[src/rtl/nand4_operand_loader.sv]
// Serial operand loader: collects a 4-bit A and 4-bit B operand (LSB first),
// optionally checks an even-parity bit, then presents the pair to a
// downstream 4-bit NAND stage with a valid/ready handshake.
module nand4_operand_loader #(
    parameter int unsigned PARITY_EN = 1
) (
    input  logic       clk,
    input  logic       rst,
    input  logic       ser_in,
    input  logic       ser_valid,
    output logic       ser_ready,
    output logic [3:0] a_out,
    output logic [3:0] b_out,
    output logic       op_valid,
    input  logic       op_ready,
    output logic       frame_err,
    output logic [7:0] frame_cnt
);

    localparam int unsigned OP_W  = 4;
    localparam int unsigned CNT_W = 8;
    localparam int unsigned BIT_W = 2;

    localparam logic [1:0] LOAD_A = 2'b00;
    localparam logic [1:0] LOAD_B = 2'b01;
    localparam logic [1:0] PARITY = 2'b10;
    localparam logic [1:0] HOLD   = 2'b11;

    logic [1:0]       state;
    logic [1:0]       next_state;
    logic [BIT_W-1:0] bit_cnt;
    logic [OP_W-1:0]  sh_a;
    logic [OP_W-1:0]  sh_b;
    logic [OP_W-1:0]  b_load;
    logic             xfer;
    logic             last_bit;
    logic             parity_ok;
    logic             load_hold;
    logic             err_next;
    logic             handshake;

    // Ready is a pure state decode, forced low while reset is held
    assign ser_ready = ~rst & (state != HOLD);
    assign xfer      = ser_valid & ser_ready;
    assign last_bit  = (bit_cnt == BIT_W'(3));
    assign parity_ok = ~(^{sh_a, sh_b, ser_in});

    // State register
    always_ff @(posedge clk) begin
        if (rst) begin
            state <= LOAD_A;
        end else begin
            state <= next_state;
        end
    end

    // Next-state decode plus datapath strobes
    always_comb begin
        next_state = state;
        load_hold  = 1'b0;
        err_next   = 1'b0;
        handshake  = 1'b0;
        // Without parity the final B bit is still in flight when HOLD is entered
        b_load     = (state == LOAD_B) ? {ser_in, sh_b[OP_W-1:1]} : sh_b;
        case (state)
            LOAD_A: begin
                if (xfer && last_bit) begin
                    next_state = LOAD_B;
                end
            end
            LOAD_B: begin
                if (xfer && last_bit) begin
                    if (PARITY_EN != 0) begin
                        next_state = PARITY;
                    end else begin
                        next_state = HOLD;
                        load_hold  = 1'b1;
                    end
                end
            end
            PARITY: begin
                if (xfer) begin
                    if (parity_ok) begin
                        next_state = HOLD;
                        load_hold  = 1'b1;
                    end else begin
                        next_state = LOAD_A;
                        err_next   = 1'b1;
                    end
                end
            end
            HOLD: begin
                if (op_ready) begin
                    next_state = LOAD_A;
                    handshake  = 1'b1;
                end
            end
            default: begin
                next_state = LOAD_A;
            end
        endcase
    end

    // Shift registers, bit counter and registered outputs
    always_ff @(posedge clk) begin
        if (rst) begin
            bit_cnt   <= '0;
            sh_a      <= '0;
            sh_b      <= '0;
            a_out     <= '0;
            b_out     <= '0;
            op_valid  <= 1'b0;
            frame_err <= 1'b0;
            frame_cnt <= '0;
        end else begin
            if (xfer && (state == LOAD_A)) begin
                sh_a    <= {ser_in, sh_a[OP_W-1:1]};
                bit_cnt <= bit_cnt + BIT_W'(1);
            end
            if (xfer && (state == LOAD_B)) begin
                sh_b    <= {ser_in, sh_b[OP_W-1:1]};
                bit_cnt <= bit_cnt + BIT_W'(1);
            end
            if (load_hold) begin
                a_out <= sh_a;
                b_out <= b_load;
            end
            op_valid  <= (next_state == HOLD);
            frame_err <= err_next;
            if (handshake) begin
                frame_cnt <= frame_cnt + CNT_W'(1);
            end
        end
    end

endmodule
[config.mk]
export PLATFORM = sky130hd
export DESIGN_NAME = nand4_operand_loader
export DESIGN_NICKNAME = d
export VERILOG_FILES = /design/src/rtl/nand4_operand_loader.sv
export SDC_FILE = /design/constraint.sdc
export NUM_CORES = 1
export LEC_CHECK = 0
export CAP_MARGIN = 20
export CELL_PAD_IN_SITES_DETAIL_PLACEMENT = 1
export CELL_PAD_IN_SITES_GLOBAL_PLACEMENT = 2
export CORE_UTILIZATION = 35
export CTS_CLUSTER_DIAMETER = 30
export DETAILED_ROUTE_END_ITERATION = 6
export PLACE_DENSITY_LB_ADDON = 0.1
export SLEW_MARGIN = 20
export SYNTH_ARGS = -nofsm -noshare
export SYNTH_HDL_FRONTEND = slang
export SYNTH_SLANG_ARGS = --single-unit
[constraint.sdc]
create_clock -name clk -period 4.15 [get_ports clk]
set_clock_uncertainty 0.2 [all_clocks]
set_input_delay 0.6225 -clock clk [delete_from_list [all_inputs] [get_ports clk]]
set_output_delay 0.6225 -clock clk [all_outputs]
set_load 0.01 [all_outputs]
Word level (Yosys, flattened, before mapping)
Cells that the tools add are included.

storage, ports and cells
  register bits after elaboration = 30
  bits of input ports = 5
  output and inout bits = 19
  word-level logic and storage cells = 44

cells by class
  $add $sub $neg = 2
  equal/unequal tests = 6
  mux-type cells = 15
  bitwise operators = 5
  reduce and logical (&&, ||, !) cells = 7

operator list
  kind                                                                    number
  2-bit 2-to-1 mux                                                        7
  9-bit parity                                                            1
  8-bit by 1-bit adder with 8-bit output (second input constant)          1
  2-bit equality test (second input constant)                             4
  2-bit one-hot mux with 4 select lines                                   1
  1-bit 2-to-1 mux                                                        6
  4-bit 2-to-1 mux                                                        1
  1-bit logical AND                                                       3
  1-bit NOT                                                               3
  3-bit OR reduction                                                      1
  2-bit by 1-bit adder with 2-bit output (second input constant)          1
  1-bit AND                                                               2
  2-bit by 1-bit equality test with 1-bit output (second input constant)  1
  2-bit zero test                                                         1
  2-bit inequality test (second input constant)                           1
  2-bit nonzero test                                                      1

Depth between registers and ports, before layout
Gate-level depths: netlist (run 1).

  depth in word-level cells = 7
  mapped depth = 6

Worst setup path before layout (run 1)
Ideal clock, no wire load.

  kind = input-to-reg
  from = in ser_in
  to = reg a_out[0]
  setup time = 72 ps
  arrival time = 1,760 ps
  slack = 2,118 ps
  cell stages on the path = 4
  path buffers = 0
  path through = xnor2_1 > xnor3_2 > mux2i_4 > mux2i_1

between the ends
  longest elaborated chain between the ends = 4

RTL lines
  what                  RTL line  source
  from (decl)           9         input logic ser_in,
  9-bit parity          46        assign parity_ok = ~(^{sh_a, sh_b, ser_in});
  1-bit 2-to-1 mux      83        if (parity_ok) begin
  1-bit 2-to-1 mux      82        if (xfer) begin
  1-bit 2-to-1 mux      -
  to (signal assigned)  110       a_out <= '0;
  to (signal assigned)  125       a_out <= sh_a;
  to (decl)             12        output logic [3:0] a_out,

No other way between the ends.
A chain may end at the register's enable or synchronous reset.

Final worst setup path (run 1)
  from = in rst
  to = out ser_ready

between the ends
  longest elaborated chain between the ends = 2

RTL lines
  what         RTL line  source
  from (decl)  8         input logic rst,
  1-bit NOT    43        assign ser_ready = ~rst & (state != HOLD);
  1-bit AND    43
  to (decl)    11        output logic ser_ready,

No other way between the ends.

==> flow_summary_export.csv, run 1 <==
group,metric,value,unit
global_routing,grt_first_pass_wirelength,4690,um
pwr,totalPowerFinal,0.560,mW
logic_synthesis,synth_fa_ha_area_share,1.73,%
timing,fin_crit,2840,ps
logic_synthesis,ys.flop_type,"dfxtp_1",
timing,slew_viol_final,0,
logic_synthesis,yosys.area_share.xor_xnor,9.95,%
job,drv_cap,0,
cells_and_area,areaGrowthSynthToFinish,24.0,%
cts,cts_buffers,5,
critical_path,worst_path_largest_cell_delay,620,ps
logic_synthesis,syn_nets,153,
timing,setup_viol,0,
logic_synthesis,synth-seq-cells,30,
logic_synthesis,syn_inst,146,
cells_and_area,seq_area,601,um2
cells_and_area,drive_gt1_share,13.5,%
logic_synthesis,synth_edf_count,0,
timing,finalSetupTns,0,ps
critical_path,cpMostUsedCell,"clkdlybuf4s50_1",
logic_synthesis,synth_top_area_share,41.5,%
timing,setup_ws,1310,ps
placement,dp_hpwl,2060,um
logic_synthesis,muxShareOfSynthArea,14.7,%
floorplanning,chipWidth,66.3,um
placement,place_area,1700,um2
timing,final.period_utilization,68.5,%
critical_path,crit_required,3330,ps
logic_synthesis,yosysWarnings,0,
cts,ctsResizeCount,0,
critical_path,crit_path_end_kind,"output port",
global_routing,overflow,0,
route,wl,2830,um
global_routing,grt_max_degree,22,
timing,rsz0062_at_grt,"false",
route,firstDrtPassIters,4,
cts,htreeDepth,2,
pwr,vdd_drop_max,0.000198,V
logic_synthesis,synth_top_cell_by_area,"dfxtp_1",
logic_synthesis,synth_compound_area_share,7.61,%
cts,cts.sinks,30,
cts,post_cts_buffers,0,
outcome,status,"complete, no violations",
route,vias_per_cell,4.87,
critical_path,cp-start-kind,"input port",
global_routing,antenna_found_initial,0,
cells_and_area,diodes,0,
floorplanning,rows,23,
logic_synthesis,synth_top_family_by_area,"simple AND/OR/NAND/NOR gates",
timing,slew_headroom,47.0,%
logic_synthesis,ys_types,31,
placement,globalplace.congestion,0.707,
timing,hold_viol_final,0,
logic_synthesis,synthArstFlopShare,0,%
cells_and_area,stdcell_area,1790,um2
floorplanning,die_h,66.3,um
critical_path,worstPathCellList,"clkdlybuf4s50_1 > a21oi_1 > clkdlybuf4s50_1",
route,ant_nets,0,
cts,tritoncts,"built",
critical_path,crit_type,"input port to output port",
route,vias,1077,
cts,cts-root-buf,"clkbuf_8",
pwr,powerDensity,312,nW/um2
global_routing,grt_pass1_vias,1031,
placement,port_buffers,23,
cells_and_area,multi_input_area,779,um2
cts,clkTransAtPathRegs,60,ps
cells_and_area,nets,177,
logic_synthesis,syn_avg_cell_area,9.91,um2
logic_synthesis,synth.area.top_cells,"dfxtp_1 (42%), mux2i_1 (13%), nor2_1 (6.0%), or2b_2 (4.8%), xnor2_1 (4.2%)",
logic_synthesis,synthSimpleGateAreaFrac,19.9,%
route,wl_per_cell,12.8,um
route,drc,0,
logic_synthesis,syn_area,1450,um2
logic_synthesis,yosysSeqAreaShare,41.5,%
critical_path,slowest_stage,"clkdlybuf4s50_1",
floorplanning,core-area,3970,um2
critical_path,arrival,2020,ps
global_routing,grt.total_usage,14.5,%
floorplanning,ios,24,
cts,clk_latency,270,ps
floorplanning,initial_core_util,36.4,%
cells_and_area,fillers,450,
cells_and_area,postLayoutCoreUtil,45.2,%
pwr,total_leakage_power,0.718,nW
route,drtIter0Drc,34,
floorplanning,dieArea,4390,um2
critical_path,path_max_fanout,11,
cts,cts-hold-fix-buffers,0,
cts,cts_buffer_depth,2,
timing,clock.fmax,352,MHz
timing,max_slew.worst_pin.slew,794,ps
placement,dp_slack,1020,ps
hold_path,hp-class,"register to register",
final cells by class:
| cell class | count | share of cell area, % |
|---|---|---|
| Multi-Input combinational cell | 103 | 43.4 |
| Sequential cell | 30 | 33.5 |
| Timing Repair Buffer | 24 | 13.2 |
| Clock buffer | 7 | 4.81 |
| Tap cell | 50 | 3.49 |
| Inverter | 6 | 1.26 |
| Clock inverter | 1 | 0.279 |
worst paths after layout:
check	depth (start not counted)	to	slack, ps	startpoint
hold reg to reg	2	a_out[0]	290	sh_a[0]
setup / recovery	3	ser_ready	1310	rst
hold / removal	2	a_out[0]	290	sh_a[0]
setup reg to reg	4	b_out[1]	2130	sh_a[1]
power breakdown:
| group | switching, mW | internal, mW |
|---|---|---|
| combinational | 0.0171 | 0.0150 |
| clock | 0.102 | 0.133 |
| sequential | 0.00202 | 0.291 |
| total | 0.121 | 0.439 |
per-layer routing:
metal	global-route usage, %	vias to the layer above	share of wire (%)
met2	24.4	21	51
met4	4.79	0	1.2
met5	0	-	0
met3	5.34	4	4.3
li1	-	542	-
met1	16.8	510	44
cell usage in the layout, fill, tap and decap left out, types with 2 or more instances in the layout:
| cell | count |
|---|---|
| dfxtp_1 | 30 |
| nor2_1 | 23 |
| clkdlybuf4s50_1 | 23 |
| mux2i_1 | 19 |
| or2b_2 | 8 |
| a21oi_1 | 7 |
| xnor2_1 | 7 |
| inv_1 | 6 |
| clkbuf_8 | 6 |
| nand2_1 | 5 |
| xor2_1 | 4 |
| nand4_1 | 4 |
| xnor3_2 | 2 |
| nor2b_1 | 2 |
| a21bo_2 | 2 |
| o21ai_0 | 2 |
| o21a_1 | 2 |
| nor3_1 | 2 |
| and3_1 | 2 |
| ha_1 | 2 |
cell usage after synthesis, drive strengths merged (4+ instances only):
cell type and n:
or2b 8, nor2 23, xnor2 7, xor2 4, mux2i 20, nand4 4, clkbuf 6, inv 6
a21oi 7, dfxtp 30, nand2 5
kinds of logic after synthesis:
kind of cell               Yosys count
and+or+nand+nor                     52
DFF                                 30
muxes                               20
AOI/OAI and AO/OA                   16
xor gates and xnor gates            13
buffers and inverters               13
adders and majority gates            2
worst max-delay path: cells and delay by family:
family / cells / cell delay (ps)
compound gates: 1 / 220
buf+inv: 2 / 1180
through the flow:
| stage | hold WS [ps] | cells |
|---|---|---|
| final | 290 | 221 |
| after detailed placement | 288 | 213 |
| after global placement | 284 | 213 |
| after floorplan | 261 | 146 |
| after CTS | 298 | 221 |
| after global routing | 306 | 221 |
state kept, by name, summed over array words and instances (netlist names):
register and cells:
frame_err 1, state 2, frame_cnt 8, a_out 4, op_valid 1, b_out 4, sh_b 4, bit_cnt 2
sh_a 4
No activity file was read; power rests on OpenSTA's default activity.
==> run 2: changes to the inputs <==
Settings changed: CORE_UTILIZATION 35 to 29.
Clock period 4.15 ns to 2.4 ns, I/O delays scaled along.
==> run 2 against run 1 <==
Compared with the run above:
- global-route usage decreased by 1.4 points
- total power is 70% higher
- utilization fell by 5.8 points
- largest power group unchanged
- sequential cell count is the same
- count of clock-buffer cells in the layout decreased by 1
- clock power grew 64%
- combinational power rose by 91%
- largest cell class unchanged
- worst hold slack improved by 12 ps
==> flow_summary_export.csv, run 2 (same netlist as run 1, synthesis figures left out) <==
group,metric,value,unit
critical_path,path_max_fanout,16,
cts,cts-hold-fix-buffers,0,
cells_and_area,instances_no_fill,243,
critical_path,cp-start-kind,"input port",
global_routing,grt_pass1_vias,1136,
placement,dp_slack,71.8,ps
cells_and_area,regMostFlops,"frame_cnt",
pwr,powerDensity,509,nW/um2
cells_and_area,areaGrowthSynthToFinish,29.4,%
floorplanning,initial_core_util,30.4,%
global_routing,antenna_found_initial,0,
timing,rsz0062_at_grt,"false",
cells_and_area,largest_register_ffs,8,
route,vias_per_cell,4.54,
cts,cts.sinks,30,
route,wl,2960,um
global_routing,overflow,0,
cells_and_area,mostFrequentLayoutCells,"dfxtp_1 (30), nor2_1 (23), clkdlybuf4s50_1 (23)",
floorplanning,ios,24,
route,wl_per_cell,12.2,um
pwr,total_leakage_power,0.753,nW
route,vias,1104,
cts,htreeDepth,2,
timing,slew_headroom,65.4,%
cts,ctsResizeCount,0,
floorplanning,core-area,4750,um2
timing,setup_viol,0,
cts,cts_buffer_depth,2,
cts,cts-root-buf,"clkbuf_8",
floorplanning,dieArea,5270,um2
cts,cts_buffers,5,
floorplanning,die_h,72.6,um
critical_path,crit_type,"input port to output port",
cells_and_area,diodes,0,
timing,finalSetupTns,0,ps
cts,tritoncts,"built",
global_routing,grt_first_pass_wirelength,5260,um
timing,clock.fmax,448,MHz
cells_and_area,final_common_cell,"dfxtp_1",
placement,dpl.cell_count,237,
floorplanning,chipWidth,72.6,um
cells_and_area,fillers,565,
route,ant_nets,0,
timing,slew_viol_final,0,
timing,max_slew.worst_pin.slew,518,ps
pwr,vdd_drop_max,0.000219,V
placement,globalplace.congestion,0.696,
cts,clk_latency,270,ps
floorplanning,rows,25,
placement,dp_hpwl,2190,um
job,drv_cap,0,
cts,post_cts_buffers,0,
timing,setup_ws,170,ps
cells_and_area,nets,184,
critical_path,crit_required,1840,ps
critical_path,crit_path_end_kind,"output port",
timing,final.period_utilization,92.9,%
route,drtIter0Drc,27,
global_routing,grt.total_usage,13.0,%
timing,hold_viol_final,0,
cells_and_area,drive_gt1_share,16.5,%
outcome,status,"complete, no violations",
placement,port_buffers,23,
hold_path,hp-class,"register to register",
cts,clkTransAtPathRegs,60,ps
route,drc,0,
critical_path,arrival,1670,ps
timing,fin_crit,2230,ps
route,firstDrtPassIters,2,
global_routing,grt_max_degree,17,
## run 2: per-layer routing
metal  vias to the layer above  part of all wire (%)  global-route usage [%]
li1                        555                     -                       -
met3                         5                   4.0                    3.31
met4                         0                   1.9                    5.88
met2                        21                    47                    21.1
met1                       523                    47                    16.4
met5                         -                     0                       0
## run 2: layout make-up
cell class,instances,area (um2),share of cell area (%)
timing repair buffer,31,303,16.2
tap,67,83.8,4.48
clock buffer,6,82.6,4.41
multi-input combinational,103,779,41.6
sequential,30,601,32.1
inverter,6,22.5,1.20
## run 2: path summary, 6_finish.rpt
check             slack [ps]         end  cells after the start       start
setup / recovery         170   ser_ready                      4         rst
hold / removal           300  bit_cnt[1]                      2  bit_cnt[1]
setup reg to reg         410    b_out[1]                      5    state[1]
hold reg to reg          300  bit_cnt[1]                      2  bit_cnt[1]
## run 2: power by group
group | total [mW] | leakage, nW | internal (mW) | switching [mW]
clock network | 0.385 | 0.0431 | 0.220 | 0.165
registers | 0.507 | 0.242 | 0.503 | 0.00368
logic | 0.0614 | 0.467 | 0.0303 | 0.0310
## run 2: worst max-delay path, cell delays in order
cell	delay (ps)
clkdlybuf4s50_1	420
buf_4	210
a21oi_1	130
clkdlybuf4s50_1	550
## run 2: per-stage QoR
stage | util [%] | hold slack, ps | total power [mW] | area [um2]
after floorplan | - | 261 | 0.555 | 1450
after global placement | 37.6 | 279 | 0.579 | 1790
after detailed placement | 37.6 | 294 | 0.580 | 1790
after CTS | 39.4 | 308 | 0.974 | 1870
after global routing | 39.4 | 342 | 1.00 | 1870
final | 39.4 | 302 | 0.953 | 1870
==> run 3: changes to the inputs <==
Settings changed: HOLD_SLACK_MARGIN set to 0.06, PLACE_DENSITY set to 0.7, PLACE_DENSITY_LB_ADDON 0.1 to unset.
==> run 3 against run 2 <==
Compared with the run above:
- design area shrank 0.60%
- sequential share of layout area is 0.19 points higher
- register-to-register slack worse by 50 ps
- first-iteration DRC count is 33% higher
- count of clock-buffer cells in the layout grew 1
- non-clock buffer count down 1
- worst setup slack worse by 78 ps
- sequential cell count unchanged
- global-route usage is 0.11 points higher
- largest power group unchanged
- fmax fell by 3.4%
- clock power increased by 9.6%
- critical path type unchanged
==> flow_summary_export.csv, run 3 (same netlist as run 1, synthesis figures left out) <==
group,metric,value,unit
outcome,status,"complete, no violations",
route,vias,1096,
cells_and_area,regMostFlops,"frame_cnt",
route,wl_per_cell,12.4,um
cts,clkTransAtPathRegs,60,ps
cts,clk_latency,280,ps
global_routing,antenna_found_initial,0,
critical_path,crit_type,"input port to output port",
placement,globalplace.congestion,0.702,
critical_path,worst-path-buf-inv,3,
timing,setup_ws,92.2,ps
global_routing,grt_first_pass_wirelength,5190,um
floorplanning,die_h,72.6,um
pwr,power.switching,0.225,mW
pwr,swShare,22.7,%
pwr,total_leakage_power,0.748,nW
cts,cts-hold-fix-buffers,0,
critical_path,worst_path_largest_cell_delay,560,ps
timing,setup_viol,0,
cells_and_area,largest_register_ffs,8,
critical_path,crit_required,1840,ps
timing,final.period_utilization,96.2,%
critical_path,worstPathCellList,"clkdlybuf4s50_1 > buf_4 > a21oi_1 > clkdlybuf4s50_1",
timing,max_slew.worst_pin.slew,482,ps
critical_path,cpMostUsedCell,"clkdlybuf4s50_1",
global_routing,grt_max_degree,13,
placement,dp_slack,-50.5,ps
cts,ctsResizeCount,0,
pwr,vdd_drop_max,0.000224,V
cts,post_cts_buffers,0,
timing,clock.fmax,433,MHz
route,drc,0,
timing,hold_viol_final,0,
cells_and_area,nets,183,
hold_path,whs_path_depth,2,
timing,rsz0062_at_grt,"false",
cts,cts-root-buf,"clkbuf_8",
placement,port_buffers,23,
job,drv_cap,0,
floorplanning,core-area,4750,um2
route,vias_per_cell,4.49,
placement,dp_hpwl,2250,um
timing,timing.hold.ws,297,ps
timing,fin_crit,2310,ps
critical_path,crit_path_end_kind,"output port",
route,firstDrtPassIters,4,
global_routing,grt.total_usage,13.2,%
cells_and_area,areaGrowthSynthToFinish,28.6,%
critical_path,path_max_fanout,8,
critical_path,arrival,1750,ps
floorplanning,ios,24,
cts,cts_buffer_depth,2,
timing,slew_viol_final,0,
floorplanning,dieArea,5270,um2
critical_path,cp-start-kind,"input port",
placement,place_area,1770,um2
timing,slew_headroom,67.2,%
critical_path,crit_cells,4,
route,ant_nets,0,
cells_and_area,final_common_cell,"dfxtp_1",
cells_and_area,mostFrequentLayoutCells,"dfxtp_1 (30), nor2_1 (23), clkdlybuf4s50_1 (23)",
pwr,pwr-share-seq,51.1,%
cts,cts.sinks,30,
global_routing,grt_pass1_vias,1087,
floorplanning,rows,25,
floorplanning,initial_core_util,30.4,%
pwr,intPower,0.765,mW
global_routing,overflow,0,
cells_and_area,drive_gt1_share,16.4,%
route,drtIter0Drc,36,
critical_path,slowest_stage,"clkdlybuf4s50_1",
critical_path,r2r_cells,4,
cts,tritoncts,"built",
floorplanning,chipWidth,72.6,um
cts,cts_buffers,5,
cells_and_area,diodes,0,
route,wl,3030,um
pwr,p_comb_share,6.3,%
cts,htreeDepth,2,
critical_path,crit_family,"buffers and inverters",
hold_path,hp-class,"register to register",
pwr,powerDensity,532,nW/um2
pwr,clockPowerShare,42.6,%
cells_and_area,stdcell_area,1860,um2
cells_and_area,postLayoutCoreUtil,39.1,%
==> run 3: cell types whose count changed in the layout (fill, tap and decap cells not counted) <==
cell,before,now
buf_12,1,0
clkinv_2,0,1
clkbuf_1,0,1
==> run 3: worst reg2reg max path: stages (launching register included) <==
cell and delay (ps):
dfxtp_1 360, xor2_1 190, xnor3_2 490, mux2i_4 440, mux2i_1 270
==> run 3: cell type report <==
cell class / count / area [um2]
Inverter: 6 / 22.5
Clock buffer: 7 / 86.3
Timing Repair Buffer: 30 / 283
Sequential cell: 30 / 601
Tap cell: 67 / 83.8
Fill cell: 557 / 2890
Clock inverter: 1 / 5.00
Multi-Input combinational cell: 103 / 779
==> run 3: layer usage <==
layer  part of all wire [%]  wire length (um)  vias up  GRT usage (%)
li1                       -                 -      554              -
met1                     47              1420      514           15.8
met4                    2.2                68        0           7.19
met2                     47              1410       21           21.4
met5                      0                 0        -              0
met3                    4.3               131        7           3.59
==> run 3: final timing paths <==
check / start / endpoint / slack, ps
worst min register to register: bit_cnt[1] / bit_cnt[1] / 300
worst max register to register: sh_a[1] / a_out[1] / 360
worst min-delay path: bit_cnt[1] / bit_cnt[1] / 300
worst max-delay path: rst / ser_ready / 90
==> run 3: stage by stage <==
step                      instances  setup TNS [ps]  total power, mW
after floorplan                 146               0            0.555
after global placement          236               0            0.579
after detailed placement        236           -71.4            0.581
after CTS                       244               0             1.02
after global routing            244               0             1.05
final                           244               0            0.991
==> run 3: power by group through the flow <==
stage	sequential [mW]	clock [mW]	combinational [mW]
2_1_floorplan	0.517	0	0.0380
3_3_place_gp	0.517	0	0.0616
3_5_place_dp	0.518	0	0.0631
4_1_cts	0.506	0.446	0.0633
5_1_grt	0.507	0.472	0.0686
6_report	0.507	0.422	0.0620
==> RTL edit 1: new RTL, settings of run 2 <==
Reset style: asynchronous (`rst`), changed in 2 clocked blocks.
--- a/src/rtl/nand4_operand_loader.sv
+++ b/src/rtl/nand4_operand_loader.sv
@@ -46,7 +46,7 @@
     assign parity_ok = ~(^{sh_a, sh_b, ser_in});
 
     // State register
-    always_ff @(posedge clk) begin
+    always_ff @(posedge clk or posedge rst) begin
         if (rst) begin
             state <= LOAD_A;
         end else begin
@@ -102,7 +102,7 @@
     end
 
     // Shift registers, bit counter and registered outputs
-    always_ff @(posedge clk) begin
+    always_ff @(posedge clk or posedge rst) begin
         if (rst) begin
             bit_cnt   <= '0;
             sh_a      <= '0;
Function: differs if rst is asserted again (counterexample within 10 cycles, from zero or initial values and one cycle with rst high); with rst held inactive, the same outputs for 10 cycles.
==> RTL edit 1 against run 2 <==
Final area fell by 2.5%; setup slack improved by 61 ps; register-to-register slack got worse by 80 ps; routed wire length fell by 3.3%; sequential cell count did not move; area after synthesis fell by 2.5%; non-clock buffer count fell by 2; critical path type is now primary input to register; critical endpoint is now a_out[3]$_DFFE_PP0P_; highest routed layer unchanged.
Power is not compared: it rests on default switching activity, and its combinational part moved more than twofold at a synthesized area within 25%.
==> RTL edit 1: results (changes against run 2) <==
Place
  – Post-DP HPWL: 2.069 mm (was 2.194 mm)
  – Gp weighted congestion: 0.6573 (was 0.6955)
  – Worst slack at placement: -74.21 ps (was 71.84 ps)

Critical path
  – R2R Setup Slk: 330 ps (was 410 ps)
  – CP max FO: 10 (was 16)
  – Reg2reg start: sh_b[1]$_DFFE_PP0P_ (was state[1]$_SDFF_PP0_)
  – R2R depth: 4 (was 5)
  – WP data arrival: 2140 ps (was 1670 ps)
  – Crit path from: ser_valid (was rst)
  – RR Endpoint: a_out[3]$_DFFE_PP0P_ (was b_out[1]$_SDFFE_PP0P_)

Logic synthesis
  – Sequential cell area fraction in the yosys report: 53.24% (was 41.52%)
  – Commonest cells post-synth: dfrtp_1, mux2_2, mux2_4 (was dfxtp_1, nor2_1, mux2i_1)
  – Net count after synthesis: 110 (was 153)
  – Yosys warnings: 0 (unchanged)
  – Async set or reset register ratio after synthesis: 100.0% (was 0%)
  – Synth top area cells: dfrtp_1, mux2_2, mux2_4, xnor2_1, xor2_1 (was dfxtp_1, mux2i_1, nor2_1, or2b_2, xnor2_1)
  – Synth unique cells: 26 (was 31)

Power
  – Leak pwr: roughly 0.8 nW
  – Worst vdd ir: around 0.0004 V

Clock tree
  – Clock Latency Late Sink: 280 ps
  – H-tree depth: 2 (unchanged)
  – Clock transition at the registers of the reported paths: 60 ps (about the same)
  – Root Buffer: clkbuf_8 (unchanged)
  – Post-CTS setup buffer count: 0 (unchanged)

Hold path
  – Worst hold endpoint: frame_cnt[7]$_DFFE_PP0P_ (was bit_cnt[1]$_SDFFE_PP0P_)
  – Worst hold start: frame_cnt[7]$_DFFE_PP0P_ (was bit_cnt[1]$_SDFFE_PP0P_)
  – Hold Path Stages: 1 (was 2)
  – Min-delay worst type: register to register (unchanged)

Finish
  – N_diodes: 0 (unchanged)
  – Max FFs per register: 8 (unchanged)
  – Final #Nets: 143 (was 184)
  – Ratio of cells with drive above 1 in the final layout: 27.74% (was 16.48%)
  – Reg with most FFs: frame_cnt (unchanged)

Routing
  – Drt initial violations: 27 (unchanged)
  – DR WL/cell: 14.99 µm (was 12.19 µm)
  – Avg Vias per Cell: 4.791 (was 4.543)

STA
  – Min Hold Slack: 275.8 ps (was 301.9 ps)
  – Slew headroom: 70.77% (was 65.42%)

Global routing
  – First-pass GRT wire length: 4.747 mm (was 5.257 mm)
  – Largest net degree at the start of global routing: 31 (was 17)
  – Tot GR Track Use: 12.64% (was 13.05%)
  – Vias in the first global route: 994 (was 1136)

Status
  – Status: complete, no violations (unchanged)
==> RTL edit 1: cell count changes after synthesis, sizes merged, moves of 4 or more <==
cell    delta
dfrtp     +30
nand3      +5
inv        -5
or2b       -8
mux2      +23
dfxtp     -30
clkbuf     -4
mux2i     -20
a21oi      -6
nor2      -17
==> RTL edit 1: routing by layer <==
metal  vias up  share of wire, %  GRT usage, %
li1        423                 -             -
met3         5               3.7         4.641
met1       467                44         15.07
met5         -                 0             0
met4         0               1.6         5.229
met2        20                51         20.65
==> RTL edit 1: how the worst max path moves through the flow <==
stage	to	slack, ps
2_1_floorplan	sh_a[3]$_DFFE_PP0P_	140
5_1_grt	a_out[3]$_DFFE_PP0P_	140
3_5_place_dp	a_out[3]$_DFFE_PP0P_	-70
6_report	a_out[3]$_DFFE_PP0P_	230
4_1_cts	a_out[3]$_DFFE_PP0P_	230
3_3_place_gp	a_out[2]$_DFFE_PP0P_	-20
==> RTL edit 1: cells by family (layout without fill, tap and decap cells) <==
| family | count (synthesis) | in the layout | synth area share [%] |
|---|---|---|---|
| adder cells (fa/ha/maj) | 2 | 2 | 1.774 |
| AO/OA/AOI/OAI | 4 | 4 | 2.307 |
| multiplexers | 23 | 23 | 20.76 |
| buffers and inverters | 4 | 38 | 1.597 |
| AND/OR/NAND/NOR | 26 | 26 | 9.583 |
| flip-flops | 30 | 30 | 53.24 |
| XOR/XNOR | 14 | 14 | 10.74 |
==> RTL edit 1: cell type report <==
class | count | area, µm²
Fill cell | 508 | 2867
Clock buffer | 7 | 86.33
Tap cell | 54 | 67.56
Sequential cell | 30 | 750.7
Timing Repair Buffer | 29 | 275.3
Inverter | 1 | 3.754
Multi-Input combinational cell | 69 | 636.9
Clock inverter | 1 | 5.005
==> RTL edit 1: power by group <==
part	switching, mW	leakage [nW]	internal, mW
sequential	0.180	0.388	0.689
combinational	0.385	0.384	0.671
clock	0.182	0.0482	0.231
total	0.747	0.820	1.59
==> RTL edit 1: per-stage QoR <==
step                cells  total power [mW]  utilization (%)  setup TNS (ps)  cell area, µm²
global placement      183             1.931            36.96          -191.4            1734
global route          191             2.518            38.91               0            1826
finish                191             2.339            38.91               0            1826
detailed placement    183             1.956            36.96          -563.4            1734
CTS                   191             2.385            38.91               0            1826
floorplan             103             1.557                -               0            1410
==> RTL edit 1: critical path, cell delays in order <==
cell	delay, ps
clkdlybuf4s50_1	500
or4bb_1	540
nor2b_1	130
mux2_4	280
mux2_4	320
==> RTL edit 2: new RTL, config.mk and constraints of run 2 <==
Without the edit above. The localparam `BIT_W` goes from 2 to 3.
--- a/src/rtl/nand4_operand_loader.sv
+++ b/src/rtl/nand4_operand_loader.sv
@@ -19,7 +19,7 @@
 
     localparam int unsigned OP_W  = 4;
     localparam int unsigned CNT_W = 8;
-    localparam int unsigned BIT_W = 2;
+    localparam int unsigned BIT_W = 3;
 
     localparam logic [1:0] LOAD_A = 2'b00;
     localparam logic [1:0] LOAD_B = 2'b01;
Function: changed (a bounded check fails within 10 cycles, from zero or initial values and one cycle with rst high).
==> RTL edit 2 against run 2 <==
Clock power is 6.8% higher; power is 5.3% higher; setup slack better by 100 ps; sequential cell count is 1 higher; routed wire length is 3.0% higher; area after synthesis is 2.8% lower; final area is 3.0% lower; cell count is 9.5% lower.
==> RTL edit 2: results (changes against run 2) <==
Status
  – Status: complete, no violations (unchanged)

Power
  – Worst vdd ir: 0.0001765 V (was 0.0002194 V)
  – Leak pwr: 0.7306 nW (was 0.7526 nW)

Logic synthesis
  – Post-Synth XOR/XNOR Area: 10.14% (was 9.948%)
  – Sequential cell area fraction in the yosys report: 44.13% (was 41.52%)
  – Multiplexer share of the synthesized area: 18.33% (was 14.71%)
  – Post-Synth Adder-Cell Area: 2.669% (was 1.730%)
  – Synth unique cells: 27 (was 31)
  – Net count after synthesis: 147 (was 153)
  – Compound-Gate Fraction of Synth Area: 4.448% (was 7.612%)
  – Syn avg cell area: 10.12 µm² (was 9.907 µm²)
  – Commonest cells post-synth: dfxtp_1, mux2i_1, nor2_1 (was dfxtp_1, nor2_1, mux2i_1)
  – Synth top area cells: dfxtp_1, mux2i_1, nor2_1, xnor2_1, nor2b_1 (was dfxtp_1, mux2i_1, nor2_1, or2b_2, xnor2_1)

Routing
  – Avg Vias per Cell: 4.836 (was 4.543)
  – DRT Pass-1 Iters: 3 (was 2)
  – Total routed wirelength: 3.051 mm (was 2.963 mm)
  – DR WL/cell: 13.87 µm (was 12.19 µm)
  – Drt initial violations: 23 (was 27)

Global routing
  – First-pass GRT wire length: 5.306 mm (was 5.257 mm)
  – Largest net degree at the start of global routing: 18 (was 17)
  – Tot GR Track Use: 13.49% (was 13.05%)
  – Vias in the first global route: 1148 (was 1136)

Critical path
  – R2R Setup Slk: 370 ps (was 410 ps)
  – RR Endpoint: b_out[3]$_SDFFE_PP0P_ (was b_out[1]$_SDFFE_PP0P_)
  – WP data arrival: 1570 ps (was 1670 ps)
  – CP max FO: 4 (was 16)
  – Reg2reg start: sh_a[1]$_SDFFE_PP0P_ (was state[1]$_SDFF_PP0_)

Finish
  – Max FFs per register: 8 (unchanged)
  – Final #Nets: 176 (was 184)
  – Ratio of cells with drive above 1 in the final layout: 12.50% (was 16.48%)

Hold path
  – Worst hold endpoint: b_out[2]$_SDFFE_PP0P_ (was bit_cnt[1]$_SDFFE_PP0P_)
  – Worst hold start: b_out[2]$_SDFFE_PP0P_ (was bit_cnt[1]$_SDFFE_PP0P_)

STA
  – Slew headroom: 62.66% (was 65.42%)

Clock tree
  – Post-CTS setup buffer count: 0 (unchanged)

Place
  – Cell area after placement: 0.001728 mm² (was 0.001789 mm²)
  – Worst slack at placement: -18.49 ps (was 71.84 ps)
  – Post-DP HPWL: 2.281 mm (was 2.194 mm)
  – Gp weighted congestion: 0.6788 (was 0.6955)
[RTL edit 2: cell families after synthesis]
| group | count (synthesis) |
|---|---|
| adders and majority gates | 3 |
| AOI/OAI and AO/OA | 10 |
| buffers and inverters | 10 |
| DFF | 31 |
| xor gates and xnor gates | 13 |
| and+or+nand+nor | 48 |
| muxes | 24 |
[RTL edit 2: through the flow]
step	util (%)	power, mW
floorplan	-	0.5784
global route	40.31	1.053
detailed placement	38.36	0.6061
global placement	38.36	0.6039
finish	40.31	1.004
CTS	40.31	1.023
[RTL edit 2: worst max path at each step]
| stage | start | endpoint | slack (ps) |
|---|---|---|---|
| final | rst | ser_ready | 270 |
| after global routing | rst | ser_ready | 230 |
| after CTS | rst | ser_ready | 260 |
| after detailed placement | ser_in | b_out[3]$_SDFFE_PP0P_ | -20 |
| after global placement | ser_in | a_out[3]$_SDFFE_PP0P_ | 40 |
| after floorplan | sh_a[2]$_SDFFE_PP0P_ | a_out[0]$_SDFFE_PP0P_ | 410 |
[RTL edit 2: routing by layer]
layer  part of all wire [%]  global-route usage, %  vias to the layer above
met1                     46                  16.46                      509
met2                     48                  22.22                       21
met3                    3.8                  3.797                        6
li1                       -                      -                      528
met5                      0                      0                        -
met4                    1.9                  5.882                        0
[RTL edit 2: layout make-up]
class | instances | area (µm²)
multi-input combinational | 98 | 748.2
timing repair buffer | 31 | 290.3
clock buffer | 6 | 82.58
fill | 514 | 2689
sequential | 31 | 620.6
tap | 52 | 65.06
clock inverter | 1 | 5.005
inverter | 1 | 3.754
[RTL edit 2: report_power, final]
part	total [mW]	leakage, nW	switching (mW)	internal (mW)
registers	0.527	0.251	0.00554	0.521
logic	0.0664	0.433	0.0310	0.0353
clock network	0.411	0.0470	0.186	0.225
